===== config.mk =====
export PLATFORM = sky130hd
export DESIGN_NAME = pem_dispatch
export DESIGN_NICKNAME = d
export VERILOG_FILES = /design/src/rtl/pem_dispatch.sv
export SDC_FILE = /design/constraint.sdc
export NUM_CORES = 1
export LEC_CHECK = 0
export CORE_MARGIN = 2
export CORE_UTILIZATION = 30
export DETAILED_ROUTE_END_ITERATION = 10
export PLACE_DENSITY = 0.67
export SLEW_MARGIN = 25
export SYNTH_ARGS = -nofsm -noshare
export SYNTH_HDL_FRONTEND = slang
export SYNTH_SLANG_ARGS = --single-unit

===== constraint.sdc =====
create_clock -name clk -period 4.05 [get_ports clk]
set_input_delay 0.81 -clock clk [delete_from_list [all_inputs] [get_ports clk]]
set_output_delay 0.81 -clock clk [all_outputs]
set_load 0.01 [all_outputs]

===== src/rtl/pem_dispatch.sv =====
// pem_dispatch: memory-DOP dispatcher between the scheduler and pe_mem.
//
// Holds one output register stage toward pe_mem, tracks outstanding loads and
// stores with occupancy counters, and registers the completion acks back to
// the scheduler.
//
// DOP layout on inst / pem_inst (pem_inst_t, MSB first):
//   dop [PE_INST_W-1 -: 8] | rid [next 12 bits] | cid [remaining low bits]
// The register index is rid[REGF_REGID_W-1:0].
//
// Optional feature: define PEM_DISPATCH_HAZARD_CHECK_EN to build the regid
// FIFOs and the WAR/RAW hazard check. Without it only the counters and the
// count limits exist and hazard_stall is tied low.
//
// A DOP sitting in the output stage already counts toward its type's limit,
// so the regid FIFOs can never be pushed beyond OUTSTD_DEPTH entries.
module pem_dispatch #(
    parameter int         OUTSTD_DEPTH = 4,
    parameter int         PE_INST_W    = 32,
    parameter int         REGF_REGID_W = 5,
    parameter logic [7:0] DOP_LD       = 8'h01
) (
    input  logic                                 clk,
    input  logic                                 s_rst_n,
    input  logic [PE_INST_W-1:0]                 inst,
    input  logic                                 inst_vld,
    output logic                                 inst_rdy,
    output logic [PE_INST_W-1:0]                 pem_inst,
    output logic                                 pem_inst_vld,
    input  logic                                 pem_inst_rdy,
    input  logic                                 pem_ld_ack,
    input  logic                                 pem_st_ack,
    output logic                                 ld_ack,
    output logic                                 st_ack,
    output logic [$clog2(OUTSTD_DEPTH+1)-1:0]    ld_outstd,
    output logic [$clog2(OUTSTD_DEPTH+1)-1:0]    st_outstd,
    output logic                                 hazard_stall
);

    localparam int DOP_W = 8;
    localparam int RID_W = 12;
    localparam int CID_W = PE_INST_W - DOP_W - RID_W;
    localparam int CNT_W = $clog2(OUTSTD_DEPTH + 1);

    localparam logic [CNT_W:0] DEPTH_LIM = (CNT_W + 1)'(OUTSTD_DEPTH);

    // ------------------------------------------------------------------
    // Output stage and counters
    // ------------------------------------------------------------------
    logic [PE_INST_W-1:0] out_data;
    logic                 out_vld;
    logic [CNT_W-1:0]     ld_cnt;
    logic [CNT_W-1:0]     st_cnt;

    logic in_is_ld;
    logic out_is_ld;
    logic hazard;
    logic ld_full;
    logic st_full;
    logic blocked;
    logic accept;
    logic pem_hs;
    logic ld_push;
    logic st_push;
    logic ld_pop;
    logic st_pop;

    logic [CNT_W:0] ld_occ;
    logic [CNT_W:0] st_occ;

    assign in_is_ld  = (inst[PE_INST_W-1 -: DOP_W] == DOP_LD);
    assign out_is_ld = (out_data[PE_INST_W-1 -: DOP_W] == DOP_LD);

    // Occupancy seen by the limit check includes a DOP parked in the output stage.
    assign ld_occ  = {1'b0, ld_cnt} + {{CNT_W{1'b0}}, (out_vld &  out_is_ld)};
    assign st_occ  = {1'b0, st_cnt} + {{CNT_W{1'b0}}, (out_vld & ~out_is_ld)};
    assign ld_full = (ld_occ >= DEPTH_LIM);
    assign st_full = (st_occ >= DEPTH_LIM);

    assign blocked  = (in_is_ld ? ld_full : st_full) | hazard;
    assign inst_rdy = s_rst_n & (~out_vld | pem_inst_rdy) & ~blocked;
    assign accept   = inst_vld & inst_rdy;

    assign pem_hs  = out_vld & pem_inst_rdy;
    assign ld_push = pem_hs &  out_is_ld;
    assign st_push = pem_hs & ~out_is_ld;

    // Acks with nothing outstanding are dropped so the counters never wrap.
    assign ld_pop = pem_ld_ack & (ld_cnt != '0);
    assign st_pop = pem_st_ack & (st_cnt != '0);

    assign pem_inst     = out_data;
    assign pem_inst_vld = out_vld;
    assign ld_outstd    = ld_cnt;
    assign st_outstd    = st_cnt;
    assign hazard_stall = s_rst_n & inst_vld & hazard;

    // Output stage valid: load on accept, drain on downstream handshake.
    always_ff @(posedge clk) begin
        if (!s_rst_n) begin
            out_vld <= 1'b0;
        end else if (accept) begin
            out_vld <= 1'b1;
        end else if (pem_inst_rdy) begin
            out_vld <= 1'b0;
        end
    end

    // Output stage data is not reset; it only changes on an accept.
    always_ff @(posedge clk) begin
        if (accept) begin
            out_data <= inst;
        end
    end

    // Outstanding counters: push on pe_mem handshake, pop on the matching ack.
    always_ff @(posedge clk) begin
        if (!s_rst_n) begin
            ld_cnt <= '0;
            st_cnt <= '0;
        end else begin
            ld_cnt <= ld_cnt + CNT_W'(ld_push) - CNT_W'(ld_pop);
            st_cnt <= st_cnt + CNT_W'(st_push) - CNT_W'(st_pop);
        end
    end

    // Acks to the scheduler are one-cycle-delayed copies of the pe_mem pulses.
    always_ff @(posedge clk) begin
        if (!s_rst_n) begin
            ld_ack <= 1'b0;
            st_ack <= 1'b0;
        end else begin
            ld_ack <= pem_ld_ack;
            st_ack <= pem_st_ack;
        end
    end

`ifdef PEM_DISPATCH_HAZARD_CHECK_EN
    // ------------------------------------------------------------------
    // Regid FIFOs and hazard detection
    // ------------------------------------------------------------------
    // Entry 0 is the oldest; valid entries are indices below the counter.
    logic [REGF_REGID_W-1:0] ld_fifo [OUTSTD_DEPTH];
    logic [REGF_REGID_W-1:0] st_fifo [OUTSTD_DEPTH];

    logic [REGF_REGID_W-1:0] in_reg;
    logic [REGF_REGID_W-1:0] out_reg;
    logic [CNT_W-1:0]        ld_wr_idx;
    logic [CNT_W-1:0]        st_wr_idx;
    logic                    raw_hit;
    logic                    war_hit;

    assign in_reg    = inst[CID_W +: REGF_REGID_W];
    assign out_reg   = out_data[CID_W +: REGF_REGID_W];
    assign ld_wr_idx = ld_cnt - CNT_W'(ld_pop);
    assign st_wr_idx = st_cnt - CNT_W'(st_pop);

    // Search outstanding loads (RAW) and stores (WAR), plus the output stage.
    always_comb begin
        raw_hit = 1'b0;
        war_hit = 1'b0;
        for (int i = 0; i < OUTSTD_DEPTH; i++) begin
            if ((CNT_W'(i) < ld_cnt) && (ld_fifo[i] == in_reg)) raw_hit = 1'b1;
            if ((CNT_W'(i) < st_cnt) && (st_fifo[i] == in_reg)) war_hit = 1'b1;
        end
        if (out_vld && (out_reg == in_reg)) begin
            if (out_is_ld) raw_hit = 1'b1;
            else           war_hit = 1'b1;
        end
    end

    // A load waits on stores reading the same reg; a store waits on loads writing it.
    assign hazard = in_is_ld ? war_hit : raw_hit;

    // Shift-out on pop, write behind the last valid entry on push.
    always_ff @(posedge clk) begin
        if (!s_rst_n) begin
            for (int i = 0; i < OUTSTD_DEPTH; i++) begin
                ld_fifo[i] <= '0;
                st_fifo[i] <= '0;
            end
        end else begin
            if (ld_pop) begin
                for (int i = 0; i < OUTSTD_DEPTH - 1; i++) ld_fifo[i] <= ld_fifo[i+1];
            end
            if (st_pop) begin
                for (int i = 0; i < OUTSTD_DEPTH - 1; i++) st_fifo[i] <= st_fifo[i+1];
            end
            if (ld_push) begin
                for (int i = 0; i < OUTSTD_DEPTH; i++) begin
                    if (CNT_W'(i) == ld_wr_idx) ld_fifo[i] <= out_reg;
                end
            end
            if (st_push) begin
                for (int i = 0; i < OUTSTD_DEPTH; i++) begin
                    if (CNT_W'(i) == st_wr_idx) st_fifo[i] <= out_reg;
                end
            end
        end
    end
`else
    assign hazard = 1'b0;
`endif

`ifndef SYNTHESIS
    // An ack with nothing outstanding is a pe_mem protocol error.
    always @(posedge clk) begin
        if (s_rst_n && pem_ld_ack && (ld_cnt == '0)) $fatal(1, "pem_dispatch: pem_ld_ack with no outstanding load");
        if (s_rst_n && pem_st_ack && (st_cnt == '0)) $fatal(1, "pem_dispatch: pem_st_ack with no outstanding store");
    end
`endif

endmodule


* Yosys cells after proc, flatten, opt, wreduce, memory -nomap -nowiden
Cells that the tools add are included.
** Word-level totals
- Register bits after elaboration :: 41
- Bits in read-only memories :: 0
- Memories kept :: 0
- Input port bits :: 38
- Output and inout port bits :: 43
- Bits in writable memories :: 0
- Latch bits :: 0
- Logic and storage cells :: 36
** Operators by class
- Shift operators :: 0
- Reduce and logical (&&, ||, !) cells :: 3
- Equal/unequal tests :: 2
- Multiplexer cells :: 3
- Order comparisons :: 2
- Divide/modulo/power cells :: 0
- Bitwise gates (word level) :: 14
- Add/subtract/negate cells :: 6
- $mul :: 0
** Operators by type and width (count)
- == test 8 x 1 -> 1 bit, second input constant :: 2
- AND 1 bit :: 10
- adder 3 x 1 -> 4 bit :: 2
- >= comparator 4 x 3 -> 1 bit, second input constant :: 2
- adder 3 x 1 -> 3 bit :: 2
- nonzero test 3 bit :: 2
- subtractor 3 x 1 -> 3 bit :: 2
- two-way mux 1 bit :: 3
- NOT 1 bit :: 3
- nonzero test 2 bit :: 1
- bitwise OR 1 bit :: 1

* Logic depth before layout (Yosys ltp)
- Depth after elaboration :: 10
- Gate-level depth with buffers :: 9
- Gate-level depth less buffers :: 9

* Worst setup path after synthesis
Ideal clock, no wire load.
- Kind :: input-to-reg
- From :: input port inst[25]
- To :: register out_data[0] (netlist: pem_inst[0]), enable pin
- Library setup time :: 441 ps
- Required time :: 3609 ps
- Cell stages on the path :: 4
- Buffers on the path :: 0
- Slack :: 391 ps
- Data arrival time :: 3219 ps
- Cells stage by stage :: nor4b_1 > nand2_1 > o221a_4 > nor4_2
** Between the ends
- Cells in the longest elaborated chain, start to end :: 5
** RTL lines
- start: declaration :: line 25 : input logic [PE_INST_W-1:0] inst,
- == test 8 x 1 -> 1 bit :: line 71 : assign in_is_ld = (inst[PE_INST_W-1 -: DOP_W] == DOP_LD);
- two-way mux 1 bit :: line 80 : assign blocked = (in_is_ld ? ld_full : st_full) | hazard;
- NOT 1 bit :: line 81 : assign inst_rdy = s_rst_n & (~out_vld | pem_inst_rdy) & ~blocked;
- AND 1 bit :: line 81
- AND 1 bit :: line 82 : assign accept = inst_vld & inst_rdy;
- net accept :: line 61 : logic accept;
- end signal: assignment :: line 112 : out_data <= inst;
- end: declaration :: line 50 : logic [PE_INST_W-1:0] out_data;
The timed path passes the listed nets, and every way through them passes these cells.
A chain may end at the register's enable or synchronous reset.

* Worst setup path in the final report
- From :: input port inst[25]
- To :: output port inst_rdy
** Between the ends
- Cells in the longest elaborated chain, start to end :: 4
** RTL lines
- == test 8 x 1 -> 1 bit :: line 71
- two-way mux 1 bit :: line 80
- NOT 1 bit :: line 81
- AND 1 bit :: line 81
- end: declaration :: line 27 : output logic inst_rdy,
No other way between the ends.

==> results.yml <==
cts:
  cts_inserted_buffers: 5
  clock_latency_ns: 0.28
  cts_setup_buffers: 0
  cts-resized-gates: 0
  cts_tree: "built"
  path_clk_slew_ns: 0.07
  cts_hold_buf: 0
  clockBufferDepth: 2
  clock_sinks: 41
  cts_root_buf: "clkbuf_8"
  h-tree-depth: 2
synth:
  synth_warnings: 0
  netlist_area_um2: 1594
  synth_area_per_cell_um2: 17.14
  synth_cells: 93
  synthDistinctLibCells: 32
  synth_nets: 139
  ys_seq_elements: 41
  seq_area_frac_synth_pct: 71.59
cells_and_area:
  drive_gt1_share_pct: 8.333
  final_common_cell: "clkdlybuf4s50_1"
  nNetsFinal: 225
  final_cells: 250
  layout_common_cells: "clkdlybuf4s50_1 (79), edfxtp_1 (32), dfxtp_1 (9)"
  antennaDiodeCount: 0
  stdcell_area_um2: 2564
  area_delta_synth_final_pct: 60.83
routing:
  vias: 1107
  drt_iter0_markers: 48
  drtAntennaViolNets: 0
  drt-pass1-iter-count: 4
  routedWlPerCell_um: 13.72
  drcViolationCount: 0
  viasPerCell: 4.428
  drt_wl_total_mm: 3.430
worst_setup_path:
  cp-end-kind: "output pin"
  rr_worst_depth: 9
  startpoint_type: "input pin"
  crit_arrival_ns: 2.69
  r2r-start: "pem_inst[27]"
  crit_fanout: 3
  crit_required_ns: 3.24
  reg2reg_slack_ns: 1.62
  critPathKind: "input pin to output pin"
  rr_endpoint: "ld_outstd[2]"
pwr:
  p_comb_share_pct: 30.4
  power_leakage_nw: 0.9225
  p_switching_mw: 0.3346
  seqPwrFrac_pct: 48.3
  intPower_mw: 0.8590
  p_sw_share_pct: 28.03
  clkPwrFrac_pct: 21.3
  p_per_area_nw_per_um2: 465.6
  peakVddDrop_v: 0.0002372
timing:
  maxSlewViolCount: 0
  fin_crit_sh_pct: 86.43
  layout_setup_ws_ns: 0.5494
  fin_tns_setup_ns: 0
  setup_viol: 0
  clock.fmax_mhz: 285.7
  finClkSkew_ns: 0.003962
  fin_crit_ns: 3.501
  whs_ns: 0.6941
  rsz0062_at_grt: "false"
  hold_viol: 0
floorplan:
  coreArea_um2: 5107
  fp.dieH_um: 76.90
  die_area_um2: 5913
  initial_core_util_pct: 31.21
  ios: 81
  fp.dieW_um: 76.90
  fp-row-count: 26
flow_run:
  drv_cap: 0
min_path:
  min_path_cells: 2
  holdPathEnd: "ld_outstd[0]"
  hp-class: "register to register"
  min-delay-start: "ld_outstd[0]"
grt:
  grt.busiest_layer: "met2"
  track_usage_pct: 12.10
  grt_pass1_wl_mm: 5.602
  antenna_found_initial: 0
  grt_remaining_overflow: 0
  gr-usage-met1_pct: 14.81
  grt_pass1_vias: 1151
  grt_max_degree: 33
  met2_usage_pct: 20.09
  use_met3_pct: 4.824
placement:
  place_ws_ns: 0.5373
  dp.cells: 242
  gp_congestion: 0.7496
  port_buffers: 79
  post-dp-hpwl_mm: 2.634
  placed_area_um2: 2481
outcome:
  status: "complete, no violations"
## flip-flops by register name, indices dropped and copies added (netlist names)
signal and cells:
ld_outstd 3, st_ack 1, ld_ack 1, pem_inst 32, st_outstd 3, pem_inst_vld 1
## kinds of logic (layout without fill, tap and decap cells)
kind of cell	after synthesis	in the layout	share of synthesized area [%]
AO/OA/AOI/OAI	9	9	5.652
XOR/XNOR	2	2	1.099
adder cells (fa/ha/maj)	8	8	7.221
buffers and inverters	8	95	2.120
flip-flops	41	41	71.59
other	1	1	0.2353
AND/OR/NAND/NOR	24	24	12.09
## cell type report
| class | count | area, um^2 |
|---|---|---|
| Inverter | 7 | 26.28 |
| Multi-Input combinational cell | 44 | 427.9 |
| Tap cell | 70 | 87.58 |
| Sequential cell | 41 | 1141 |
| Clock buffer | 6 | 72.57 |
| Timing Repair Buffer | 80 | 798.3 |
| Clock inverter | 2 | 10.01 |
| Fill cell | 455 | 2544 |
## power by group through the flow
stage	sequential, mW	clock (mW)	combinational, mW
floorplan	0.604	0	0.157
global placement	0.584	0	0.355
detailed placement	0.585	0	0.369
CTS	0.578	0.263	0.370
global route	0.586	0.283	0.401
finish	0.576	0.254	0.363
## worst max-delay path: stages
cell	delay [ns]
clkdlybuf4s50_1	0.42
nor4b_1	0.30
nand2_1	0.15
o31ai_2	0.43
nor3_1	0.08
clkdlybuf4s50_1	0.50
## layer usage
layer,up-vias,share of wire [%]
li1,520,-
met1,533,41
met2,52,50
met3,2,9.4
met4,0,0.20
met5,-,0
## Yosys cell counts
cell type | number | area, um^2
and2_1 | 8 | 50.05
buf_4 | 1 | 7.510
o211a_1 | 1 | 10.01
and2_2 | 1 | 7.510
a31oi_1 | 1 | 6.260
fa_1 | 2 | 40.04
nor3_1 | 1 | 5.000
o31ai_2 | 1 | 12.51
xnor2_1 | 2 | 17.52
and4b_1 | 1 | 10.01
o31a_1 | 2 | 17.52
conb_1 | 1 | 3.750
o31ai_1 | 1 | 7.510
nor4b_1 | 1 | 8.760
inv_1 | 7 | 26.28
nand4_1 | 1 | 6.260
nor2b_1 | 1 | 6.260
ha_1 | 6 | 75.07
nor4_4 | 1 | 21.27
dfxtp_1 | 9 | 180.2
nor4_1 | 1 | 6.260
nor4b_4 | 1 | 23.77
a21oi_2 | 1 | 8.760
and4_1 | 1 | 8.760
nor4_2 | 1 | 12.51
or2_1 | 1 | 6.260
o211ai_1 | 1 | 7.510
nand3_1 | 1 | 5.000
nand3b_1 | 1 | 7.510
edfxtp_1 | 32 | 960.9
nand2_1 | 2 | 7.510
o221a_4 | 1 | 20.02
## per-stage QoR
step	util, %	total power [mW]
2_1_floorplan	-	0.7608
3_3_place_gp	48.58	0.9389
3_5_place_dp	48.58	0.9539
4_1_cts	50.20	1.211
5_1_grt	50.20	1.270
6_report	50.20	1.194
## worst max path at each step
| stage | startpoint | to | cells after the start | slack [ns] |
|---|---|---|---|---|
| floorplan | inst[25] | pem_inst[0] | 4 | 0.39 |
| global placement | inst[25] | inst_rdy | 6 | 0.51 |
| detailed placement | inst[25] | inst_rdy | 6 | 0.54 |
| CTS | inst[25] | inst_rdy | 6 | 0.52 |
| global route | inst[29] | inst_rdy | 6 | 0.39 |
| finish | inst[25] | inst_rdy | 6 | 0.55 |
(Power assumes the default switching activity.)
